## src/rtl/cr16_pkg.sv

```systemverilog
// Shared CR16 definitions: PSR flag bit positions, the default PSR index,
// and the packed 5-bit flag-vector order {N,Z,F,L,C} used on the ALU
// flag port, plus helpers to move between the flag vector and PSR bits.
package cr16_pkg;

  localparam int unsigned NFLAGS = 5;

  // Flag bit positions inside the PSR word.
  localparam int unsigned C_IND = 0;
  localparam int unsigned L_IND = 2;
  localparam int unsigned F_IND = 5;
  localparam int unsigned Z_IND = 6;
  localparam int unsigned N_IND = 7;

  localparam int unsigned PSR_ADDR_DEF = 15;

  // Positions inside the 5-bit flag vector {N,Z,F,L,C}.
  localparam int unsigned FV_C = 0;
  localparam int unsigned FV_L = 1;
  localparam int unsigned FV_F = 2;
  localparam int unsigned FV_Z = 3;
  localparam int unsigned FV_N = 4;

  typedef logic [NFLAGS-1:0] flags_t;

  // Places the flag vector at its PSR bit positions; all other bits 0.
  function automatic logic [7:0] flags_to_psr8(input flags_t f);
    logic [7:0] b;
    b        = '0;
    b[C_IND] = f[FV_C];
    b[L_IND] = f[FV_L];
    b[F_IND] = f[FV_F];
    b[Z_IND] = f[FV_Z];
    b[N_IND] = f[FV_N];
    return b;
  endfunction

  // Extracts the flag vector from the low byte of a PSR-formatted word.
  function automatic flags_t psr8_to_flags(input logic [7:0] b);
    flags_t f;
    f       = '0;
    f[FV_C] = b[C_IND];
    f[FV_L] = b[L_IND];
    f[FV_F] = b[F_IND];
    f[FV_Z] = b[Z_IND];
    f[FV_N] = b[N_IND];
    return f;
  endfunction

endpackage

```

## src/rtl/cr16_scoreboard.sv

```systemverilog
// Pending-write scoreboard: one bit per register.
//   set_en/set_addr : mark a register pending (load issued)
//   clr_en/clr_addr : clear a register's pending bit (write returned)
//   q_addr1/2       : query addresses; q_busy1/2 report the stored bit
// A set and clear of the same address in one cycle leaves the bit set.
module cr16_scoreboard #(
  parameter int unsigned REGBITS = 4
) (
  input  logic               clk,
  input  logic               reset,
  input  logic               set_en,
  input  logic [REGBITS-1:0] set_addr,
  input  logic               clr_en,
  input  logic [REGBITS-1:0] clr_addr,
  input  logic [REGBITS-1:0] q_addr1,
  input  logic [REGBITS-1:0] q_addr2,
  output logic               q_busy1,
  output logic               q_busy2
);

  localparam int unsigned NREG = 2**REGBITS;

  logic [NREG-1:0] pending_q, pending_d;

  always_comb begin
    pending_d = pending_q;
    if (clr_en) pending_d[clr_addr] = 1'b0;
    // Applied after the clear so a newly issued load wins.
    if (set_en) pending_d[set_addr] = 1'b1;
  end

  always_ff @(posedge clk) begin
    if (reset) pending_q <= '0;
    else       pending_q <= pending_d;
  end

  assign q_busy1 = pending_q[q_addr1];
  assign q_busy2 = pending_q[q_addr2];

endmodule

```

## src/rtl/cr16_regfile_sb.sv

```systemverilog
// CR16 register file with scoreboard.
//   Read ports  : rd_addr1/2 -> rd_data1/2 (combinational), busy1/2
//   Write port  : wr_en/wr_addr/wr_data (PSR address ignored)
//   PSR         : psr_wr_en loads flags from wr_data; f_en/f_mask/flags_in
//                 update individual flags with priority over psr_wr_en;
//                 psr_out is the registered PSR
//   Scoreboard  : sb_set/sb_addr mark a register pending; writes clear it
// BYPASS=1 forwards same-cycle write data (and hides the pending bit) on
// reads of the written address. PSR reads are never bypassed.
module cr16_regfile_sb
  import cr16_pkg::*;
#(
  parameter int unsigned DATA_WIDTH = 16,
  parameter int unsigned REGBITS    = 4,
  parameter int unsigned PSR_ADDR   = PSR_ADDR_DEF,
  parameter bit          BYPASS     = 1'b1
) (
  input  logic                  clk,
  input  logic                  reset,
  input  logic [REGBITS-1:0]    rd_addr1,
  input  logic [REGBITS-1:0]    rd_addr2,
  output logic [DATA_WIDTH-1:0] rd_data1,
  output logic [DATA_WIDTH-1:0] rd_data2,
  output logic                  busy1,
  output logic                  busy2,
  input  logic                  wr_en,
  input  logic [REGBITS-1:0]    wr_addr,
  input  logic [DATA_WIDTH-1:0] wr_data,
  input  logic                  psr_wr_en,
  input  logic                  f_en,
  input  logic [NFLAGS-1:0]     f_mask,
  input  logic [NFLAGS-1:0]     flags_in,
  input  logic                  sb_set,
  input  logic [REGBITS-1:0]    sb_addr,
  output logic [DATA_WIDTH-1:0] psr_out
);

  localparam int unsigned        NREG  = 2**REGBITS;
  localparam logic [REGBITS-1:0] PSR_A = PSR_ADDR[REGBITS-1:0];

  logic [DATA_WIDTH-1:0] regs_q [NREG];
  logic [DATA_WIDTH-1:0] regs_d [NREG];
  flags_t                flags_q, flags_d;

  logic wr_gp;
  logic sb_set_gp;
  logic pend1, pend2;
  logic fwd1, fwd2;

  assign wr_gp     = wr_en  && (wr_addr != PSR_A);
  assign sb_set_gp = sb_set && (sb_addr != PSR_A);

  always_comb begin
    regs_d = regs_q;
    if (wr_gp) regs_d[wr_addr] = wr_data;
  end

  always_comb begin
    flags_d = flags_q;
    if (psr_wr_en) flags_d = psr8_to_flags(wr_data[7:0]);
    if (f_en)      flags_d = (flags_d & ~f_mask) | (flags_in & f_mask);
  end

  always_ff @(posedge clk) begin
    if (reset) begin
      regs_q  <= '{default: '0};
      flags_q <= '0;
    end else begin
      regs_q  <= regs_d;
      flags_q <= flags_d;
    end
  end

  cr16_scoreboard #(
    .REGBITS (REGBITS)
  ) u_sb (
    .clk      (clk),
    .reset    (reset),
    .set_en   (sb_set_gp),
    .set_addr (sb_addr),
    .clr_en   (wr_gp),
    .clr_addr (wr_addr),
    .q_addr1  (rd_addr1),
    .q_addr2  (rd_addr2),
    .q_busy1  (pend1),
    .q_busy2  (pend2)
  );

  assign psr_out = DATA_WIDTH'(flags_to_psr8(flags_q));

  // wr_gp already excludes the PSR address, so forwarding never hits it.
  assign fwd1 = BYPASS && wr_gp && (wr_addr == rd_addr1);
  assign fwd2 = BYPASS && wr_gp && (wr_addr == rd_addr2);

  always_comb begin
    if (rd_addr1 == PSR_A) rd_data1 = psr_out;
    else if (fwd1)         rd_data1 = wr_data;
    else                   rd_data1 = regs_q[rd_addr1];
    if (rd_addr2 == PSR_A) rd_data2 = psr_out;
    else if (fwd2)         rd_data2 = wr_data;
    else                   rd_data2 = regs_q[rd_addr2];
  end

  assign busy1 = pend1 && !fwd1;
  assign busy2 = pend2 && !fwd2;

endmodule
```

## config.mk

```make
export PLATFORM = sky130hd
export DESIGN_NAME = cr16_regfile_sb
export DESIGN_NICKNAME = d
export VERILOG_FILES = /design/src/rtl/cr16_pkg.sv /design/src/rtl/cr16_scoreboard.sv /design/src/rtl/cr16_regfile_sb.sv
export SDC_FILE = /design/constraint.sdc
export NUM_CORES = 1
export LEC_CHECK = 0
export ABC_CLOCK_PERIOD_IN_PS = 3100
export CAP_MARGIN = 40
export CELL_PAD_IN_SITES_DETAIL_PLACEMENT = 1
export CELL_PAD_IN_SITES_GLOBAL_PLACEMENT = 1
export CORE_ASPECT_RATIO = 1.1
export CORE_UTILIZATION = 42
export CTS_CLUSTER_DIAMETER = 200
export DETAILED_ROUTE_END_ITERATION = 8
export HOLD_SLACK_MARGIN = 0.12
export PLACE_DENSITY = 0.81
export RECOVER_POWER = 25
export SYNTH_ARGS = -nofsm -noshare
export SYNTH_HDL_FRONTEND = slang
export SYNTH_SLANG_ARGS = --single-unit
export TNS_END_PERCENT = 100
```

## constraint.sdc

```tcl
create_clock -name clk -period 3.1 [get_ports clk]
set_input_delay 0.93 -clock clk [delete_from_list [all_inputs] [get_ports clk]]
set_output_delay 0.93 -clock clk [all_outputs]
set_load 0.01 [all_outputs]
```

### Yosys cells after proc, flatten, opt, wreduce, memory -nomap -nowiden

Index checks and enable logic that the tools add are counted.

| storage, ports and cells | value |
|---|---|
| flip-flop bits (word level) | 277 |
| latch bits | 0 |
| memory bits (writable) | 0 |
| ROM bits | 0 |
| input bits | 48 |
| output and inout port bits | 50 |
| logic and storage cells | 80 |
| memories | 0 |

| operators by class | value |
|---|---|
| $add $sub $neg | 0 |
| multiply operators | 0 |
| div/mod/pow operators | 0 |
| magnitude comparators | 10 |
| equal/unequal tests | 6 |
| shift operators | 0 |
| multiplexer cells | 25 |
| bitwise gates (word level) | 10 |
| reduce and logical (&&, ||, !) cells | 11 |

Operators by type and width:

| kind | number |
|---|---|
| $bwmux W256 | 1 |
| $mux W16 | 11 |
| $bmux W16 S4 | 2 |
| $demux W16 S4 | 1 |
| $lt A4 B5 Y1 const B | 4 |
| $and A16 B16 Y16 | 1 |
| $not A16 Y16 | 1 |
| $or A16 B16 Y16 | 1 |
| $ge A5 B5 Y1 const B | 3 |
| $not A4 Y5 | 3 |
| $and A5 B5 Y5 | 2 |
| $mux W5 | 2 |
| $logic_and A1 B1 Y1 | 9 |
| $bmux W1 S4 | 2 |
| $demux W1 S4 | 2 |
| $eq A4 B4 Y1 | 2 |
| $eq A4 B4 Y1 const B | 2 |
| $ge A4 B1 Y1 const B | 2 |
| $ne A4 B4 Y1 const B | 2 |
| $lt A5 B1 Y1 const B | 1 |
| $not A5 Y5 | 1 |
| $or A5 B5 Y5 | 1 |
| $mux W1 | 4 |
| $logic_not A1 Y1 | 2 |

### Longest topological paths before layout

Gate-level depths: netlist (run 1).

| logic depth | value |
|---|---|
| depth in word-level cells | 9 |
| depth in mapped cells | 7 |
| mapped depth without buffers | 4 |

### Cells and area by module

Synthesis (run 1) repeated with hierarchy kept, for this count alone.

| unflattened totals | value |
|---|---|
| cells, all modules | 1,610 |
| area, all modules | 14,825.5 µm² |

Modules (own cells, without submodules):

| module | times used | cells each | area each (µm²) | seq. area each (µm²) |
|---|---|---|---|---|
| cr16_regfile_sb | 1 | 1,515 | 13,903.3 | 5,225.0 |
| cr16_scoreboard | 1 | 95 | 922.1 | 320.3 |

### Least setup slack after synthesis (run 1)

No wires, ideal clock.

| timing path | value |
|---|---|
| kind | input port to output port |
| start | input rd_addr1[1] |
| end | output rd_data1[15] |
| arrival | 2,290 ps |
| required time | 2,170 ps |
| path slack | -120 ps |
| stages | 6 |
| path buffers | 2 |
| path through | buf_2 -> clkbuf_1 -> mux4_1 -> a22o_1 -> a221oi_1 -> o2bb2ai_1 |

| between the ends | value |
|---|---|
| word-level cells in the longest chain between the ends | 6 |
| elaborated cells between the ends (all ways) | 9 |
| classes of those cells | 2 x eq/ne; 5 x mux; 1 x bitwise; 1 x reduce/logical |

RTL lines:

| item | RTL line | text |
|---|---|---|
| start: declaration | cr16_regfile_sb.sv:20 | `input logic [REGBITS-1:0] rd_addr1,` |
| $not A4 Y5 (implied by the code) | cr16_regfile_sb.sv:98 | `else rd_data1 = regs_q[rd_addr1];` |
| $bmux W16 S4 | cr16_regfile_sb.sv:98 |  |
| $mux W16 (implied by the code) (2 in a row) | cr16_regfile_sb.sv:98 |  |
| $mux W16 | cr16_regfile_sb.sv:97 | `else if (fwd1) rd_data1 = wr_data;` |
| $mux W16 * | cr16_regfile_sb.sv:96 | `if (rd_addr1 == PSR_A) rd_data1 = psr_out;` |
| end: declaration | cr16_regfile_sb.sv:22 | `output logic [DATA_WIDTH-1:0] rd_data1,` |

Mark *: on every way between the ends. The rest lies on a longest branch, timed or not. The select of a mux whose other input is x is not followed.

### Final worst setup path (run 1)

| timing path | value |
|---|---|
| start | input rd_addr1[0] |
| end | output rd_data1[5] |

The elaborated chain is that of the path after synthesis.

==> flow_summary_export.csv, run 1 <==
group,metric,value,unit
outcome,outcome,"complete, but fails checks",
outcome,violations,"capacitance limit, slew limit, setup timing",
clocking,h-tree-depth,1,
power_and_ir_drop,p_leak,6.99,nW
cells_and_area,fillCellCount,3701,
die,dieHeight,199,um
cells_and_area,nets,1841,
yosys,syn-cell-area,14800,um^2
yosys,yosysMostFrequentCell,"nand2_1",
power_and_ir_drop,pwr-share-clk,0.467,
setup_path,path_max_fanout,8,
setup_path,cp_top_family,"multiplexers",
clocking,hold_buffers,0,
timing,post-route-period-util,1.14,
timing,finClkSkew,0,ns
power_and_ir_drop,max-vdd-ir-drop,0.000453,V
timing,max_freq,282,MHz
yosys,yosys.area.top_type,"dfxtp_1",
yosys,ys_async_sr_fraction,0,
global_route,antenna_found_initial,1,
route,routed_wl,69900,um
route,num_vias,15341,
yosys,netlist_instances,1593,
route,antenna_left,0,
setup_path,cp_slowest_cell,"mux4_2",
power_and_ir_drop,power.density,473,nW/um^2
global_route,grt_pass1_wl,101000,um
clocking,clockBufferDepth,3,
setup_path,crit_type,"in2out",
global_route,grt_pass1_vias,16151,
timing,holdWs,0.469,ns
setup_path,cp.buffers_inverters,4,
die,core-area,34500,um^2
cells_and_area,final_area,19500,um^2
yosys,ys_seq_area_frac,0.375,
clocking,clkSlewWorstSetupHoldPaths,0.06,ns
die,die_w,181,um
cells_and_area,final_core_util,0.565,
clocking,ctsRootBufferMaster,"clkbuf_16",
setup_path,slowest_delay,0.54,ns
route,drc_errors,0,
route,wl_per_cell,31.0,um
route,via_per_inst,6.80,
timing,setup_viol_count_final,34,
route,dr.pass1.iters,5,
timing,slew_headroom,-0.274,
setup_path,cp_cell_sequence,"buf_16 -> buf_12 -> buf_12 -> mux4_2 -> mux2i_1 -> mux2i_1 -> o21a_1 -> buf_2",
setup_path,critical_path_arrival,2.62,ns
timing,finalMaxSlewViolations,83,
timing,grt_setup_unrepaired,"yes",
placement,dp_hpwl,41000,um
global_route,grt_max_degree,83,
timing,period_needed,3.55,ns
die,start_util,0.429,
cells_and_area,drive_gt1_frac,0.309,
setup_path,cp-end-kind,"primary output",
clocking,cts_num_sinks,277,
worst_hold_path,min_path_type,"reg2reg",
cells_and_area,areaGrowthSynthToFinish,31.7,%
placement,dpl_cell_area,17100,um^2
power_and_ir_drop,finalPower,9.22,mW
power_and_ir_drop,p_int,6.77,mW
die,ios,98,
placement,io_buffers,86,
yosys,ys_warn_count,0,
route,first_iter_violations,1787,
global_route,track_usage,0.381,
power_and_ir_drop,swShare,0.265,
cells_and_area,fin_cells,2256,
die,dieArea,36000,um^2
yosys,synth_edf_count,0,
run,maxCapViolCount,1,
clocking,numCtsBuffers,31,
yosys,synth_ff_type,"dfxtp_1",
yosys,synthTopCellsByCount,"512 x nand2_1, 277 x dfxtp_1, 240 x a21oi_1",
clocking,clk_latency,0.60,ns
yosys,synthTopCellsByArea,"dfxtp_1 38%, mux4_2 19%, nand2_1 13%",
global_route,grt_overflow,0,
power_and_ir_drop,p_comb_frac,0.136,
yosys,yosysTopAreaCellShare,0.375,
yosys,synth.distinct_cells,48,
timing,tightest_slew,1.91,ns
timing,hold_viol_final,0,
setup_path,crit_path_start_kind,"input port",
placement,place_inst,2140,
power_and_ir_drop,pwr-share-seq,0.397,
yosys,syn_avg_cell_area,9.28,um^2
die,rows,71,
clocking,cts_tree,"yes",
yosys,synth_seq_cells,277,
placement,gp_congestion,0.912,
power_and_ir_drop,switching_power,2.45,mW
setup_path,cp.required,2.17,ns
timing,fin_ws,-0.446,ns
[timing repair]
action,in CTS,in global routing
endpoints found under the setup margin,34,34
pin swaps,60,34
resized for setup,267,66
buffers inserted,46,14
cloned,6,1
[power groups by stage]
stage               Sequential (mW)  Combinational, mW  Clock (mW)
floorplan                      3.71              0.570           0
global placement               3.72              0.992           0
detailed placement             3.73               1.02           0
CTS                            3.65               1.15        4.26
global route                   3.66               1.29        4.44
finish                         3.66               1.26        4.30
[cell type report]
class                   count  area (um^2)  area share
multi-input cells        1152         8870       0.456
well taps                 438          548      0.0281
inverters                   5         18.8    0.000964
repair buffers            326         3320       0.170
flip-flops and latches    277         5550       0.285
clock inverters            15          273      0.0140
diodes                      2         5.00    0.000257
clock buffers              41          893      0.0459
[kinds of logic (layout without fill, tap and decap cells)]
kind of cell / count (synthesis) / count (layout) / share of synthesized area
AND/OR/NAND/NOR: 607 / 607 / 0.170
AO/OA/AOI/OAI: 353 / 353 / 0.154
flip-flops: 277 / 277 / 0.375
buffers and inverters: 174 / 387 / 0.0623
multiplexers: 173 / 173 / 0.234
XOR/XNOR: 8 / 8 / 0.00474
other: 1 / 13 / 0.000254
[worst paths after layout]
| kind | startpoint | endpoint | slack, ns | depth (start not counted) |
|---|---|---|---|---|
| hold / removal | regs_q[40] | regs_q[40] | 0.47 | 2 |
| hold reg to reg | regs_q[40] | regs_q[40] | 0.47 | 2 |
| setup / recovery | rd_addr1[0] | rd_data1[5] | -0.45 | 8 |
| setup reg to reg | flags_q[3] | flags_q[3] | 2.12 | 2 |
[worst reg2reg max path, cell delays in order (launching register included)]
cell and delay (ns):
dfxtp_1 0.43, mux2i_1 0.14, a211oi_1 0.31
[routing by layer]
metal,up-vias,global-route usage,share of wire
met5,-,0,0
met4,0,0.318,0.088
met3,452,0.101,0.11
met2,1281,0.621,0.46
met1,7578,0.419,0.34
li1,6030,-,-
[layout by cell type, fill, tap and decap left out, drive strengths merged, types with 2 or more instances in the layout]
cell and n:
a211o 2, a211oi 9, a21oi 240, a221oi 20, a22o 20, a22oi 12, a32oi 3, and2 2
and3 2, and3b 3, buf 277, bufinv 7, clkbuf 50, clkdlybuf4s50 38, clkinv 2, clkinvlp 3
conb 11, dfxtp 277, diode 2, inv 8, mux2i 37, mux4 136, nand2 512, nand2b 2
nand3 4, nand3b 2, nand4 4, nor2 40, nor2b 26, nor3 4, nor3b 4, o21a 10
o21ai 3, o2bb2ai 22, o32a 10, o32ai 2, xnor2 8
[state kept, by name, summed over array words and instances (netlist names)]
register	flops
regs_q	256
u_sb.pending_q	16
flags_q	5
[metrics by stage]
step / setup TNS [ns] / worst slack [ns]
global placement: -30.42 / -0.989
CTS: -11.75 / -0.443
floorplan: -0.0269 / -0.0269
detailed placement: -32.82 / -1.04
global route: -12.76 / -0.452
finish: -11.80 / -0.446
Note: power is estimated with default switching activity, not from simulation.
==> run 2: changes to the inputs <==
--- a/config.mk
+++ b/config.mk
@@ -5,16 +5,16 @@
 export SDC_FILE = /design/constraint.sdc
 export NUM_CORES = 1
 export LEC_CHECK = 0
-export ABC_CLOCK_PERIOD_IN_PS = 3100
 export CAP_MARGIN = 40
 export CELL_PAD_IN_SITES_DETAIL_PLACEMENT = 1
 export CELL_PAD_IN_SITES_GLOBAL_PLACEMENT = 1
 export CORE_ASPECT_RATIO = 1.1
-export CORE_UTILIZATION = 42
+export CORE_UTILIZATION = 43
+export CTS_BUF_LIST = sky130_fd_sc_hd__clkbuf_8
 export CTS_CLUSTER_DIAMETER = 200
 export DETAILED_ROUTE_END_ITERATION = 8
 export HOLD_SLACK_MARGIN = 0.12
-export PLACE_DENSITY = 0.81
+export PLACE_DENSITY = 0.82
 export RECOVER_POWER = 25
 export SYNTH_ARGS = -nofsm -noshare
 export SYNTH_HDL_FRONTEND = slang
==> flow_summary_export.csv, run 2 (synthesis results as in run 1) <==
group,metric,value,unit
outcome,outcome,"complete, but fails checks",
outcome,violations,"capacitance limit, slew limit, setup timing",
cells_and_area,layout_common_cells,"509 x nand2_1, 277 x dfxtp_1, 240 x a21oi_1",
worst_hold_path,min_path_type,"reg2reg",
setup_path,cp_cell_sequence,"buf_16 -> buf_12 -> buf_6 -> mux4_2 -> a22o_1 -> a221oi_2 -> o2bb2ai_2 -> buf_2",
clocking,cts_tree,"yes",
power_and_ir_drop,p_int,6.32,mW
die,dieHeight,196,um
timing,slew_headroom,-0.218,
timing,period_needed,3.64,ns
timing,hold_viol_final,0,
cells_and_area,fin_cells,2263,
global_route,grt_max_degree,76,
power_and_ir_drop,max-vdd-ir-drop,0.000389,V
cells_and_area,top_register,"regs_q",
setup_path,slowest_delay,0.49,ns
placement,pre_cts_slack,-1.02,ns
placement,place_inst,2123,
cells_and_area,areaGrowthSynthToFinish,29.5,%
die,dieArea,35100,um^2
route,routed_wl,75400,um
cells_and_area,layout_commonest_cell,"nand2_1",
route,wl_per_cell,33.3,um
timing,finClkSkew,0,ns
timing,post-route-period-util,1.17,
clocking,h-tree-depth,2,
global_route,track_usage,0.419,
placement,gp_congestion,0.948,
route,first_iter_violations,2179,
die,core-area,33500,um^2
power_and_ir_drop,p_comb_frac,0.144,
setup_path,cp.required,2.17,ns
timing,fin_ws,-0.539,ns
power_and_ir_drop,switching_power,2.53,mW
setup_path,path_max_fanout,6,
clocking,numCtsBuffers,51,
power_and_ir_drop,pwr-share-seq,0.413,
timing,grt_setup_unrepaired,"yes",
die,ios,98,
timing,setup_viol_count_final,47,
power_and_ir_drop,power.density,462,nW/um^2
timing,fin_setup_tns,-13.95,ns
route,via_per_inst,6.99,
timing,max_freq,275,MHz
timing,finalMaxSlewViolations,93,
global_route,grt_pass1_vias,16549,
placement,io_buffers,86,
power_and_ir_drop,swShare,0.286,
setup_path,crit_type,"in2out",
setup_path,cp-end-kind,"primary output",
cells_and_area,reg.largest.list,"regs_q (256), u_sb.pending_q (16), flags_q (5)",
placement,dp_hpwl,41300,um
clocking,clockBufferDepth,3,
cells_and_area,drive_gt1_frac,0.308,
setup_path,cp_slowest_cell,"mux4_2",
setup_path,crit_path_start_kind,"input port",
cells_and_area,nets,1847,
clocking,clk_latency,0.65,ns
die,start_util,0.441,
global_route,antenna_found_initial,2,
power_and_ir_drop,pwr-share-clk,0.443,
global_route,grt_overflow,0,
global_route,grt_pass1_wl,107000,um
route,antenna_left,0,
clocking,ctsRootBufferMaster,"clkbuf_8",
route,dr.pass1.iters,6,
die,die_w,179,um
clocking,clkSlewWorstSetupHoldPaths,0.06,ns
route,drc_errors,0,
clocking,cts_num_sinks,277,
route,num_vias,15829,
setup_path,critical_path_arrival,2.71,ns
power_and_ir_drop,p_leak,6.94,nW
die,rows,70,
run,maxCapViolCount,2,
timing,tightest_slew,1.83,ns
cells_and_area,largest_reg_flops,256,
==> run 2: metrics by stage <==
stage / hold slack [ns] / util / power (mW) / instance area, um^2
6_report: 0.472 / 0.571 / 8.85 / 19100
5_1_grt: 0.486 / 0.571 / 9.01 / 19100
4_1_cts: 0.467 / 0.567 / 8.62 / 19000
3_5_place_dp: 0.457 / 0.507 / 4.74 / 17000
3_3_place_gp: 0.448 / 0.507 / 4.71 / 17000
2_1_floorplan: 0.441 / - / 4.28 / 14900
==> run 2: worst max-delay path: cells and delay by family <==
kind / cells / cell delay [ns]
AO/OA/AOI/OAI: 3 / 0.74
multiplexers: 1 / 0.49
buffers and inverters: 4 / 0.53
==> run 2: repair_timing <==
action,4_1_cts,5_1_grt
gates resized for setup,270,47
hold buffers,0,0
gates cloned,10,0
pin swaps,56,48
buffers inserted,40,10
endpoints found under the setup margin,34,34
==> run 2: routing by layer <==
| metal | share of wire | vias to the layer above | track usage | wire length [um] |
|---|---|---|---|---|
| li1 | - | 6045 | - | - |
| met1 | 0.32 | 7696 | 0.459 | 24400 |
| met2 | 0.44 | 1486 | 0.648 | 33500 |
| met3 | 0.13 | 602 | 0.133 | 9460 |
| met4 | 0.11 | 0 | 0.370 | 7970 |
| met5 | 0 | - | 0 | 0 |
==> run 2: final timing paths <==
path,from,end,cells past startpoint,slack [ns]
worst max-delay path,rd_addr2[0],rd_data2[3],8,-0.54
worst min-delay path,regs_q[19],regs_q[19],2,0.47
worst max register to register,regs_q[222],regs_q[222],2,1.98
worst min register to register,regs_q[19],regs_q[19],2,0.47
==> run 2: final cells by class <==
class	count	area (um^2)
fill	3666	14400
clock inverter	16	149
timing repair buffer	312	3210
antenna	2	5.00
clock buffer	67	922
multi-input combinational	1152	8760
inverter	5	18.8
tap	432	541
sequential	277	5550
==> run 2: power by group through the flow <==
stage          sequential [mW]  clock [mW]  combinational (mW)
6_report                  3.66        3.92                1.27
5_1_grt                   3.66        4.06                1.29
4_1_cts                   3.65        3.80                1.16
3_5_place_dp              3.73           0                1.01
3_3_place_gp              3.72           0               0.985
2_1_floorplan             3.71           0               0.570
==> run 3: changes to the inputs <==
--- a/config.mk
+++ b/config.mk
@@ -13,9 +13,11 @@
 export CTS_BUF_LIST = sky130_fd_sc_hd__clkbuf_8
 export CTS_CLUSTER_DIAMETER = 200
 export DETAILED_ROUTE_END_ITERATION = 8
+export GPL_TIMING_DRIVEN = 0
 export HOLD_SLACK_MARGIN = 0.12
 export PLACE_DENSITY = 0.82
 export RECOVER_POWER = 25
+export SETUP_SLACK_MARGIN = 0.1
 export SYNTH_ARGS = -nofsm -noshare
 export SYNTH_HDL_FRONTEND = slang
 export SYNTH_SLANG_ARGS = --single-unit
==> flow_summary_export.csv, run 3 (synthesis results as in run 1) <==
group,metric,value,unit
outcome,outcome,"complete, but fails checks",
outcome,violations,"setup timing",
clocking,clk_latency,0.65,ns
cells_and_area,final_core_util,0.561,
setup_path,crit_path_start_kind,"input port",
timing,max_freq,277,MHz
setup_path,cp.required,2.17,ns
clocking,cts_num_sinks,277,
die,rows,70,
timing,fin_setup_tns,-12.73,ns
cells_and_area,layout_common_cells,"510 x nand2_1, 277 x dfxtp_1, 240 x a21oi_1",
power_and_ir_drop,p_leak,6.67,nW
cells_and_area,layout_commonest_cell,"nand2_1",
global_route,grt_pass1_wl,102000,um
run,maxCapViolCount,0,
timing,fin_ws,-0.514,ns
power_and_ir_drop,power.density,449,nW/um^2
route,drc_errors,0,
cells_and_area,reg.largest.list,"regs_q (256), u_sb.pending_q (16), flags_q (5)",
route,routed_wl,73300,um
route,via_per_inst,6.79,
cells_and_area,diodes,0,
global_route,use_met2,0.628,
global_route,track_usage,0.407,
cells_and_area,nets,1852,
route,antenna_left,0,
global_route,grt-busiest-layer,"met2",
die,dieArea,35100,um^2
clocking,clockBufferDepth,3,
cells_and_area,largest_reg_flops,256,
global_route,grt_pass1_vias,15970,
setup_path,crit_type,"in2out",
timing,setup_viol_count_final,34,
global_route,antenna_found_initial,0,
global_route,grt_overflow,0,
route,wl_per_cell,32.3,um
clocking,hold_buffers,0,
timing,tightest_slew,1.13,ns
setup_path,cp-end-kind,"primary output",
timing,hold_viol_final,0,
die,ios,98,
die,dieHeight,196,um
cells_and_area,top_register,"regs_q",
global_route,grt_util_met3,0.125,
clocking,ctsRootBufferMaster,"clkbuf_8",
clocking,h-tree-depth,2,
setup_path,critical_path_arrival,2.68,ns
die,die_w,179,um
setup_path,path_max_fanout,5,
clocking,numCtsBuffers,49,
placement,io_buffers,58,
worst_hold_path,min_path_type,"reg2reg",
timing,finalMaxSlewViolations,0,
cells_and_area,areaGrowthSynthToFinish,27.2,%
route,dr.pass1.iters,6,
global_route,use_met1,0.456,
timing,post-route-period-util,1.17,
timing,finClkSkew,0,ns
global_route,grt_max_degree,14,
timing,grt_setup_unrepaired,"yes",
route,first_iter_violations,1946,
die,start_util,0.441,
clocking,clkSlewWorstSetupHoldPaths,0.06,ns
route,num_vias,15424,
power_and_ir_drop,max-vdd-ir-drop,0.000282,V
timing,slew_headroom,0.249,
placement,dp_hpwl,45400,um
clocking,cts_tree,"yes",
placement,gp_congestion,0.993,
die,core-area,33500,um^2
cells_and_area,drive_gt1_frac,0.276,
timing,period_needed,3.61,ns
==> run 3: where the power goes <==
group / total [mW] / switching (mW) / internal [mW] / leakage, nW
Combinational: 1.28 / 0.762 / 0.517 / 3.89
Clock: 3.50 / 1.76 / 1.75 / 0.542
Sequential: 3.66 / 0.0471 / 3.61 / 2.24
==> run 3: worst max-delay path, stage by stage <==
cell	delay [ns]
buf_16	0.12
buf_4	0.17
mux4_2	0.64
a22o_1	0.31
a221oi_2	0.23
o2bb2ai_2	0.12
buf_2	0.16
==> run 3: worst paths after layout <==
| check | startpoint | to | slack (ns) | cells past startpoint |
|---|---|---|---|---|
| setup / recovery | rd_addr1[0] | rd_data1[1] | -0.51 | 7 |
| hold / removal | regs_q[88] | regs_q[88] | 0.47 | 2 |
| setup reg to reg | regs_q[33] | regs_q[33] | 2.01 | 2 |
| hold reg to reg | regs_q[88] | regs_q[88] | 0.47 | 2 |
==> run 3: stage by stage <==
step	setup WS, ns	total power [mW]	instance area (um^2)	instances	hold WS (ns)
4_1_cts	-0.404	8.23	18600	2256	0.469
5_1_grt	-0.489	8.59	18800	2270	0.491
3_3_place_gp	-1.48	4.65	16200	2093	0.449
3_5_place_dp	-1.55	4.68	16200	2095	0.461
2_1_floorplan	0.00972	4.31	15000	1603	0.441
6_report	-0.514	8.44	18800	2270	0.470
==> run 3: repair_timing <==
action | in CTS | in global routing
buffers inserted | 70 | 17
gates resized for setup | 317 | 42
pin swaps | 40 | 30
gates cloned | 9 | 0
endpoints found under the setup margin | 34 | 34
==> run 3: final cells by class <==
type | count | area [um^2]
fillers | 3764 | 14700
multi-input cells | 1152 | 8920
flip-flops and latches | 277 | 5550
repair buffers | 153 | 1530
plain buffers | 166 | 1300
clock buffers | 60 | 826
well taps | 432 | 541
clock inverters | 25 | 120
inverters | 5 | 18.8
==> run 3: metal layers <==
| metal | wire [um] | up-vias |
|---|---|---|
| met2 | 32400 | 1244 |
| met1 | 24200 | 7597 |
| met5 | 0 | - |
| li1 | - | 6090 |
| met3 | 9070 | 493 |
| met4 | 7660 | 0 |
